--- config.mk ---
export PLATFORM = sky130hd
export DESIGN_NAME = sseg_scan_driver_flat
export DESIGN_NICKNAME = d
export VERILOG_FILES = /design/src/rtl/sseg_scan_driver_if.sv /design/src/rtl/sseg_scan_driver.sv /design/src/flat_wrapper.sv
export SDC_FILE = /design/constraint.sdc
export NUM_CORES = 1
export LEC_CHECK = 0
export CAP_MARGIN = 0
export CELL_PAD_IN_SITES_DETAIL_PLACEMENT = 0
export CELL_PAD_IN_SITES_GLOBAL_PLACEMENT = 1
export CORE_UTILIZATION = 40
export CTS_BUF_LIST = sky130_fd_sc_hd__clkbuf_16
export CTS_CLUSTER_SIZE = 28
export DETAILED_ROUTE_END_ITERATION = 10
export PLACE_DENSITY = 0.83
export SLEW_MARGIN = 20
export SYNTH_ARGS = -nofsm -noshare
export SYNTH_HDL_FRONTEND = slang
export SYNTH_SLANG_ARGS = --single-unit
--- constraint.sdc ---
create_clock -name clk -period 3.25 [get_ports clk]
set_input_delay 0.4875 -clock clk [delete_from_list [all_inputs] [get_ports clk]]
set_output_delay 0.4875 -clock clk [all_outputs]
set_load 0.01 [all_outputs]
--- src/rtl/sseg_scan_driver_if.sv ---
// Load-side bus of the 7-segment scan driver: eight hex digits, decimal points,
// digit-enable mask, a single-cycle load strobe, and the busy flag returned by the driver.
interface sseg_scan_driver_if;
  logic [31:0] digits;
  logic [7:0]  dp;
  logic [7:0]  mask;
  logic        load;
  logic        busy;

  modport master (output digits, output dp, output mask, output load, input busy);
  modport slave  (input digits, input dp, input mask, input load, output busy);
endinterface

--- src/rtl/sseg_scan_driver.sv ---
// Double-buffered, time-multiplexed driver for an 8-digit active-low 7-segment display.
// Optional macro SSEG_LZB_EN enables leading-zero blanking on the active buffer.
module sseg_scan_driver #(
  parameter int SIM = 0,
  parameter int DIV = 100000
) (
  input  logic                 clk,
  input  logic                 reset,
  sseg_scan_driver_if.slave    bus,
  output logic                 frame_tick,
  output logic [7:0]           SSEG_CA,
  output logic [7:0]           SSEG_AN
);

  localparam int TICKS = (SIM != 0) ? 4 : DIV;
  localparam int CW    = (TICKS > 1) ? $clog2(TICKS) : 1;
  localparam logic [CW-1:0] LAST = CW'(TICKS - 1);

  logic [CW-1:0] div_reg, div_next;
  logic [2:0]    idx_reg, idx_next;
  logic [31:0]   pend_digits_reg, pend_digits_next;
  logic [7:0]    pend_dp_reg, pend_dp_next;
  logic [7:0]    pend_mask_reg, pend_mask_next;
  logic [31:0]   act_digits_reg, act_digits_next;
  logic [7:0]    act_dp_reg, act_dp_next;
  logic [7:0]    act_mask_reg, act_mask_next;
  logic          busy_reg, busy_next;
  logic          frame_tick_reg;
  logic [7:0]    an_reg, an_next;
  logic [7:0]    ca_reg, ca_next;
  logic          terminal, boundary, apply;
  logic [3:0]    nib;
  logic          show;
  logic [7:0]    blank_lz;

  function automatic logic [6:0] seg7(input logic [3:0] n);
    case (n)
      4'h0: seg7 = 7'h40;
      4'h1: seg7 = 7'h79;
      4'h2: seg7 = 7'h24;
      4'h3: seg7 = 7'h30;
      4'h4: seg7 = 7'h19;
      4'h5: seg7 = 7'h12;
      4'h6: seg7 = 7'h02;
      4'h7: seg7 = 7'h78;
      4'h8: seg7 = 7'h00;
      4'h9: seg7 = 7'h10;
      4'hA: seg7 = 7'h08;
      4'hB: seg7 = 7'h03;
      4'hC: seg7 = 7'h46;
      4'hD: seg7 = 7'h21;
      4'hE: seg7 = 7'h06;
      default: seg7 = 7'h0E;
    endcase
  endfunction

  // Scan timing and buffer management; a load on the frame edge lands in pending
  // after the older pending value has been promoted.
  always_comb begin
    terminal = (div_reg == LAST);
    boundary = terminal && (idx_reg == 3'd7);
    apply    = boundary && busy_reg;

    div_next = terminal ? '0 : div_reg + 1'b1;
    idx_next = terminal ? idx_reg + 3'd1 : idx_reg;

    act_digits_next = apply ? pend_digits_reg : act_digits_reg;
    act_dp_next     = apply ? pend_dp_reg     : act_dp_reg;
    act_mask_next   = apply ? pend_mask_reg   : act_mask_reg;

    pend_digits_next = bus.load ? bus.digits : pend_digits_reg;
    pend_dp_next     = bus.load ? bus.dp     : pend_dp_reg;
    pend_mask_next   = bus.load ? bus.mask   : pend_mask_reg;

    busy_next = bus.load ? 1'b1 : (apply ? 1'b0 : busy_reg);
  end

`ifdef SSEG_LZB_EN
  logic [7:0] digit_zero;
  logic       run_zero;

  for (genvar gi = 0; gi < 8; gi++) begin : g_zero
    assign digit_zero[gi] = (act_digits_next[4*gi +: 4] == 4'h0) && !act_dp_next[gi];
  end

  // A digit is a leading zero only if it and everything above it is blank.
  always_comb begin
    run_zero = 1'b1;
    blank_lz = '0;
    for (int i = 7; i >= 1; i--) begin
      run_zero    = run_zero & digit_zero[i];
      blank_lz[i] = run_zero;
    end
  end
`else
  assign blank_lz = '0;
`endif

  // Outputs are computed from the next state so the registered pins line up with the slot.
  always_comb begin
    nib     = act_digits_next[{idx_next, 2'b00} +: 4];
    show    = act_mask_next[idx_next] & ~blank_lz[idx_next];
    an_next = 8'hFF;
    ca_next = 8'hFF;
    if (div_next != '0) begin
      if (show) begin
        an_next = ~(8'h01 << idx_next);
      end
      ca_next = {~act_dp_next[idx_next], seg7(nib)};
    end
  end

  always_ff @(posedge clk or negedge reset) begin
    if (!reset) begin
      div_reg         <= '0;
      idx_reg         <= '0;
      pend_digits_reg <= '0;
      pend_dp_reg     <= '0;
      pend_mask_reg   <= '0;
      act_digits_reg  <= '0;
      act_dp_reg      <= '0;
      act_mask_reg    <= '0;
      busy_reg        <= 1'b0;
      frame_tick_reg  <= 1'b0;
      an_reg          <= 8'hFF;
      ca_reg          <= 8'hFF;
    end else begin
      div_reg         <= div_next;
      idx_reg         <= idx_next;
      pend_digits_reg <= pend_digits_next;
      pend_dp_reg     <= pend_dp_next;
      pend_mask_reg   <= pend_mask_next;
      act_digits_reg  <= act_digits_next;
      act_dp_reg      <= act_dp_next;
      act_mask_reg    <= act_mask_next;
      busy_reg        <= busy_next;
      frame_tick_reg  <= boundary;
      an_reg          <= an_next;
      ca_reg          <= ca_next;
    end
  end

  assign bus.busy   = busy_reg;
  assign frame_tick = frame_tick_reg;
  assign SSEG_AN    = an_reg;
  assign SSEG_CA    = ca_reg;

endmodule

--- src/flat_wrapper.sv ---
// flat-port wrapper written by rule: the top's interface ports become plain ports
module sseg_scan_driver_flat 
#(
  parameter int SIM = 0,
  parameter int DIV = 100000
)
  (clk, reset, frame_tick, SSEG_CA, SSEG_AN, bus_digits, bus_dp, bus_mask, bus_load, bus_busy);
  sseg_scan_driver_if bus_i ();
  input  logic clk;
  input  logic reset;
  output logic frame_tick;
  output logic [7:0] SSEG_CA;
  output logic [7:0] SSEG_AN;
  input wire logic [$bits(bus_i.digits)-1:0] bus_digits;
  input wire logic [$bits(bus_i.dp)-1:0] bus_dp;
  input wire logic [$bits(bus_i.mask)-1:0] bus_mask;
  input wire logic [$bits(bus_i.load)-1:0] bus_load;
  output wire logic [$bits(bus_i.busy)-1:0] bus_busy;
  assign bus_i.digits = bus_digits;
  assign bus_i.dp = bus_dp;
  assign bus_i.mask = bus_mask;
  assign bus_i.load = bus_load;
  assign bus_busy = bus_i.busy;
  sseg_scan_driver #(.SIM(SIM), .DIV(DIV)) u_core (.clk(clk), .reset(reset), .bus(bus_i), .frame_tick(frame_tick), .SSEG_CA(SSEG_CA), .SSEG_AN(SSEG_AN));
endmodule
# Word-level counts from Yosys, hierarchy flattened
# Memory sizes are Yosys's and may differ from the RTL's.
# Cells that the tools add are included.
dict set report word_totals {
  mem_bits_rw 0
  memories 2
  latch_bits 0
  rom_bits 120
  elab_cells 44
  in_bits 51
  register_bits 134
  out_inout_bits 18
}
dict set report classes {
  reduce_logical 4
  shift 2
  mul 0
  addsub 2
  magnitude_cmp 1
  bitwise 4
  div 0
  mux 15
  eq_ne 2
}
# memory depth width read_ports rd_clocked_by_memory_dff wr line
set memory_table {}
lappend memory_table {{(name not given)} 16 7 1 0 0 sseg_scan_driver.sv:37} ;# case (n)
lappend memory_table {{(name not given)} 8 1 1 0 0 sseg_scan_driver.sv:102} ;# show = act_mask_next[idx_next] & ~blank_lz[idx_next];
# cell count
set ops {}
lappend ops {{two-way mux 8 bit} 5}
lappend ops {{two-way mux 32 bit} 1}
lappend ops {{variable part select 32 x 6 -> 4 bit} 1}
lappend ops {{adder 17 x 1 -> 17 bit, second input constant} 1}
lappend ops {{equality test 17 bit, second input constant} 1}
lappend ops {{two-way mux 17 bit} 1}
lappend ops {{nonzero test 17 bit} 1}
lappend ops {{inverter 8 bit} 1}
lappend ops {{left shift 1 x 3 -> 8 bit, first input constant} 1}
lappend ops {{binary-select mux 1 bit (select 3 bit)} 2}
lappend ops {{two-way mux 1 bit} 5}
lappend ops {{less-than comparator 3 x 4 -> 1 bit, second input constant} 1}
lappend ops {{adder 3 x 1 -> 3 bit, second input constant} 1}
lappend ops {{equality test 3 bit, second input constant} 1}
lappend ops {{two-way mux 3 bit} 1}
lappend ops {{logical AND 1 bit} 2}
lappend ops {{inverter 1 bit} 2}
lappend ops {{nonzero test 2 bit} 1}
lappend ops {{bitwise AND 1 bit} 1}

# Longest topological paths before layout
dict set report depth {
  ltp_word 9
  mapped_depth 16
  mapped_depth_nobuf 14
}

# Worst setup path before layout
# OpenSTA, ideal clock, no wires.
dict set report synth_path {
  path_kind {flip-flop to flip-flop}
  startpoint {reg u_core.idx_reg[0]}
  endpoint {reg u_core.ca_reg[3], in the netlist u_core.SSEG_CA[3]}
  period_less_slack_ns 3.608
  setup_ns 0.083
  t_arrival_ns 3.525
  path_stages_with_launch 16
  required_time_ns 3.167
  path_slack_ns -0.358
  n_path_buf 2
  path_cell_list {dfrtp_1 > ha_1 > ha_1 > and2_1 > clkbuf_1 > nand3_1 > buf_2 > mux2_2 > mux2_2 > nand2_1 > o311ai_0 > nand2_1 > inv_1 > ha_1 > mux4_2 > nand2b_1}
}
dict set report synth_between {
  elab_chain_len 7
  word_cells_on_any_way 9
  classes_between {add/sub: 1; eq/ne: 1; shift: 1; mux: 3; reduce/logical: 2; memory: 1}
}
# element line
set synth_lines {}
lappend synth_lines {{from (decl)} sseg_scan_driver.sv:20} ;# logic [2:0] idx_reg, idx_next;
lappend synth_lines {{from (signal assigned)} sseg_scan_driver.sv:129} ;# idx_reg <= idx_next;
lappend synth_lines {{equality test 3 bit} sseg_scan_driver.sv:61} ;# boundary = terminal && (idx_reg == 3'd7);
lappend synth_lines {{logical AND 1 bit} sseg_scan_driver.sv:61}
lappend synth_lines {{logical AND 1 bit} sseg_scan_driver.sv:62} ;# apply = boundary && busy_reg;
lappend synth_lines {{two-way mux 32 bit} sseg_scan_driver.sv:67} ;# act_digits_next = apply ? pend_digits_reg : act_digits_reg;
lappend synth_lines {{via u_core.act_digits_next[25]} sseg_scan_driver.sv:24} ;# logic [31:0] act_digits_reg, act_digits_next;
lappend synth_lines {{variable part select 32 x 6 -> 4 bit} sseg_scan_driver.sv:101} ;# nib = act_digits_next[{idx_next, 2'b00} +: 4];
lappend synth_lines {{memory read (16 x 7 bit)} --}
lappend synth_lines {{two-way mux 8 bit} sseg_scan_driver.sv:105} ;# if (div_next != '0) begin
lappend synth_lines {{via u_core.ca_next[3]} sseg_scan_driver.sv:30} ;# logic [7:0] ca_reg, ca_next;
lappend synth_lines {{to (signal assigned)} sseg_scan_driver.sv:139} ;# ca_reg <= ca_next;
lappend synth_lines {{to (decl)} sseg_scan_driver.sv:30}
# The timed path passes the listed nets, and every way through them passes these cells.
# A chain may end at the register's enable or synchronous reset.

# Final worst setup path
# Ends and elaborated chain as after synthesis.

==> summary.txt <==
=======================================================================================
Yosys warning count ......................................................            0
Number of violations reported at the end of detailed-routing iteration 0 .          339
Clock latency on the worst-skew pair .....................................      0.43 ns
Antenna-violating nets left ..............................................            0
Leftover overflow at the end of global routing ...........................            0
Final WS setup ........................................................... -0.005876 ns
Largest area contributor in the synthesized netlist ......................      dfrtp_1
Fill cells ...............................................................         1230
Most used DFF post-synth .................................................      dfrtp_1
Signed area change from the synthesized netlist to the final layout ......       31.88%
Crit path arrival time ...................................................      3.61 ns
Leak Pwr .................................................................  0.003789 uW
Critical Path End Type ...................................................     register
Number of H-tree levels ..................................................            4
Detailed-route via count .................................................         4531
Die area ................................................................. 0.01573 sq mm
DIE HEIGHT ...............................................................     125.4 um
Aggregate negative setup slack ........................................... -0.005876 ns
Total routed wirelength ..................................................     14.23 mm
Critical Setup Path Class ................................................   reg -> reg
Post-route cell area ..................................................... 0.008034 sq mm
Number of antenna violations at the first check in global routing ........            0
Most frequently used cell type in the post-synthesis netlist .............      nand2_1
CTS buffer count .........................................................           17
Minimum clock period after layout ........................................     3.256 ns
Portion of the post-synthesis area used by sequential elements ...........       0.5537
RSZ-0062 raised after global routing .....................................         true
Non-filler instance count after layout ...................................          860
Clock network fraction of total power ....................................        0.485
Post-synthesis cell type count ...........................................           55
Status ................................................................... finished with violations
Global-route total usage across every layer ..............................       0.1940
Cell repeated most along the worst path ..................................         ha_1
Proportion of total power due to net switching ...........................       0.2194
Maximum clock path buffer count ..........................................            2
Detailed placer's ending HPWL ............................................     9.980 mm
CP peak stage delay ......................................................      0.47 ns
Initial cell density of the core .........................................       0.4145
Post-placement cell count ................................................          820
Ports ....................................................................           69
Clock skew ...............................................................   0.01123 ns
Count of buffering cells on the critical path with inverters included ....            1
Total Power ..............................................................      3785 uW
CTS clock-pin slew for the worst setup and hold paths ....................      0.06 ns
Die extent in x ..........................................................     125.4 um
Ordered cell list for the critical path .................................. ha_1 -> ha_1 -> and2_1 -> nand3_4 -> mux2_2 -> mux2_2 -> a222oi_1 -> nand2_1 -> nand2_2 -> inv_2 -> ha_1 -> mux4_2 -> nand2b_4
Share of synthesized registers carrying an async set or reset ............        1.000
Setup violations, final ..................................................            1
FF+latch count, synth ....................................................          134
Top delay family on crit path ............................................ multiplexers
Top post-synthesis cells by area ......................................... dfrtp_1, mux2_2, nand2_1, dfstp_2, mux2i_1
Met1 track demand over resource in global routing ........................       0.2557
Mean number of vias per cell .............................................        5.269
Final Max Slew Viols .....................................................            0
Mapped Nets ..............................................................          606
Total number of placement rows ...........................................           44
Count of nets after finishing ............................................          723
Max-capacitance violation count ..........................................            0
Share of layout cells above drive strength 1 .............................       0.2914
EDFF count, synth ........................................................            0
Post-route fraction of the period consumed by the critical path ..........        1.002
Int Pwr ..................................................................      2954 uW
RePlAce Congestion .......................................................       0.8761
Part of the total power dissipated in sequential elements ................        0.469
Count of clock tree sinks ................................................          134
TritonCTS clock tree .....................................................         done
Grt met2 use .............................................................       0.3046
Path type of the worst min-delay path ....................................  in -> async
Power density over the cells ............................................. 471.1 mW/mm^2
Pin count of the biggest net entering global routing .....................           61
Worst setup SP type ......................................................     register
Top cells by instance count after synthesis .............................. nand2_1, dfrtp_1, mux2_2, nor2_1
DR DRC count .............................................................            4
Number of detailed-routing iterations run before antenna repair ..........            7
Met3 track demand over resource in global routing ........................      0.04878
Mean post-synth cell area ................................................  11.16 sq um
Final Hold Violating Endpoints ...........................................            0
Failing checks ........................................................... design-rule violations, negative setup slack
Share of Yosys cell area claimed by the top area cell type ...............       0.4847
Post-synthesis cell area ................................................. 0.006092 sq mm
Vias in the first global route ...........................................         4656
Number of cells produced by synthesis ....................................          546
Layer with the highest usage after global routing ........................         met2
Global-route wire length before repair ...................................     23.54 mm
Average detailed-routed wire length per instance .........................     16.55 um
Largest fanout on the critical path ......................................            5
VDD IR max ...............................................................     379.0 uV
Core Area ................................................................ 0.01470 sq mm
Worst-Margin Slew ........................................................    0.8144 ns
Cell with the largest stage delay on the worst path ......................       mux4_2
Number of buffer cells added on primary ports ............................           68
Relative contribution of combinational cells to total power ..............        0.046
Switching pwr ............................................................     830.3 uW
Tightest slew margin relative to the limit ...............................       0.4571
Data required time of the worst path .....................................      3.60 ns
Post-Place Cell Area ..................................................... 0.007289 sq mm
Maximum clock rate .......................................................   0.3071 GHz
Clock tree root buffer cell ..............................................    clkbuf_16
Ant. Diodes ..............................................................            0
=======================================================================================
## repair_timing
| item | CTS | global route |
|---|---|---|
| cloned | 1 | 1 |
| pin swaps | 1 | 11 |
| buffers inserted | 2 | 4 |
| resized for setup | 4 | 27 |
| endpoints found under the setup margin | 1 | 7 |
| hold buffers | 0 | 0 |
## power by group through the flow
stage	Combinational (uW)	Clock, uW	Sequential, uW
floorplan	72.9	0	1780
global placement	174	0	1800
detailed placement	180	0	1800
CTS	180	1870	1770
global route	195	1950	1780
finish	176	1830	1770
## worst paths after layout
kind                       slack [ns]  cells after the start            startpoint                    to
min                              0.15                      1                 reset     u_core.div_reg[4]
max                            -0.006                     13     u_core.idx_reg[0]     u_core.SSEG_CA[3]
min reg2reg                      0.47                      2  u_core.act_dp_reg[6]  u_core.act_dp_reg[6]
min in group clk                 0.47                      2  u_core.act_dp_reg[6]  u_core.act_dp_reg[6]
max in group asynchronous        2.20                      2                 reset     u_core.SSEG_CA[6]
max reg2reg                    -0.006                     13     u_core.idx_reg[0]     u_core.SSEG_CA[3]
## logic make-up (layout without fill, tap and decap cells)
logic type | after synthesis | after routing | share of synthesized area
DFF | 134 | 134 | 0.5537
AOI/OAI and AO/OA | 57 | 57 | 0.07106
xor gates and xnor gates | 17 | 17 | 0.02444
muxes | 80 | 80 | 0.1505
adders and majority gates | 9 | 9 | 0.01848
buffers and inverters | 39 | 168 | 0.02526
and+or+nand+nor | 210 | 211 | 0.1565
## through the flow
step           hold WS (ns)  setup slack (ns)    util
5_1_grt              0.2068           -0.1290  0.5466
6_report             0.1499         -0.005876  0.5466
3_3_place_gp         0.4435           0.04813  0.4959
4_1_cts              0.1677        0.00003197  0.5367
2_1_floorplan        0.1919           0.01610       -
3_5_place_dp         0.4561          -0.04339  0.4959
## cells in the final DEF (no fill, tap or decap), types with 6 or more instances in the layout
cell type	n
dfrtp_1	118
nand2_1	117
clkdlybuf4s50_1	66
mux2_2	57
buf_4	44
nor2_1	20
clkbuf_16	17
nand3_1	16
inv_1	16
dfstp_2	16
mux2i_1	13
nor3_1	9
xor2_1	9
and2_1	8
o211ai_1	7
and3_1	7
xnor2_1	7
a21oi_1	6
o21ai_0	6
ha_1	6
## final cells by class
type                    count  area (sq um)  area share
repair buffers            116          1061      0.1321
multi-input cells         374          2729      0.3397
well taps                 184         230.2     0.02866
flip-flops and latches    134          3373      0.4199
clock buffers              17         425.4     0.05295
clock inverters            15         137.6     0.01713
inverters                  20         77.57    0.009656
## worst register-to-register path: cells and delay by family (launching register included)
| kind | cells | cell delay [ns] |
|---|---|---|
| mux | 3 | 1.11 |
| simple gates | 5 | 0.75 |
| buf+inv | 1 | 0.07 |
| compound gates | 1 | 0.24 |
| fa+ha+maj | 3 | 0.61 |
| flops | 1 | 0.39 |
## metal layers
metal	share of wire	wire length [um]
met5	0	0
met3	0.043	611
met2	0.47	6759
met4	0.017	235
met1	0.47	6625
Power figures use the tool's default switching activity.
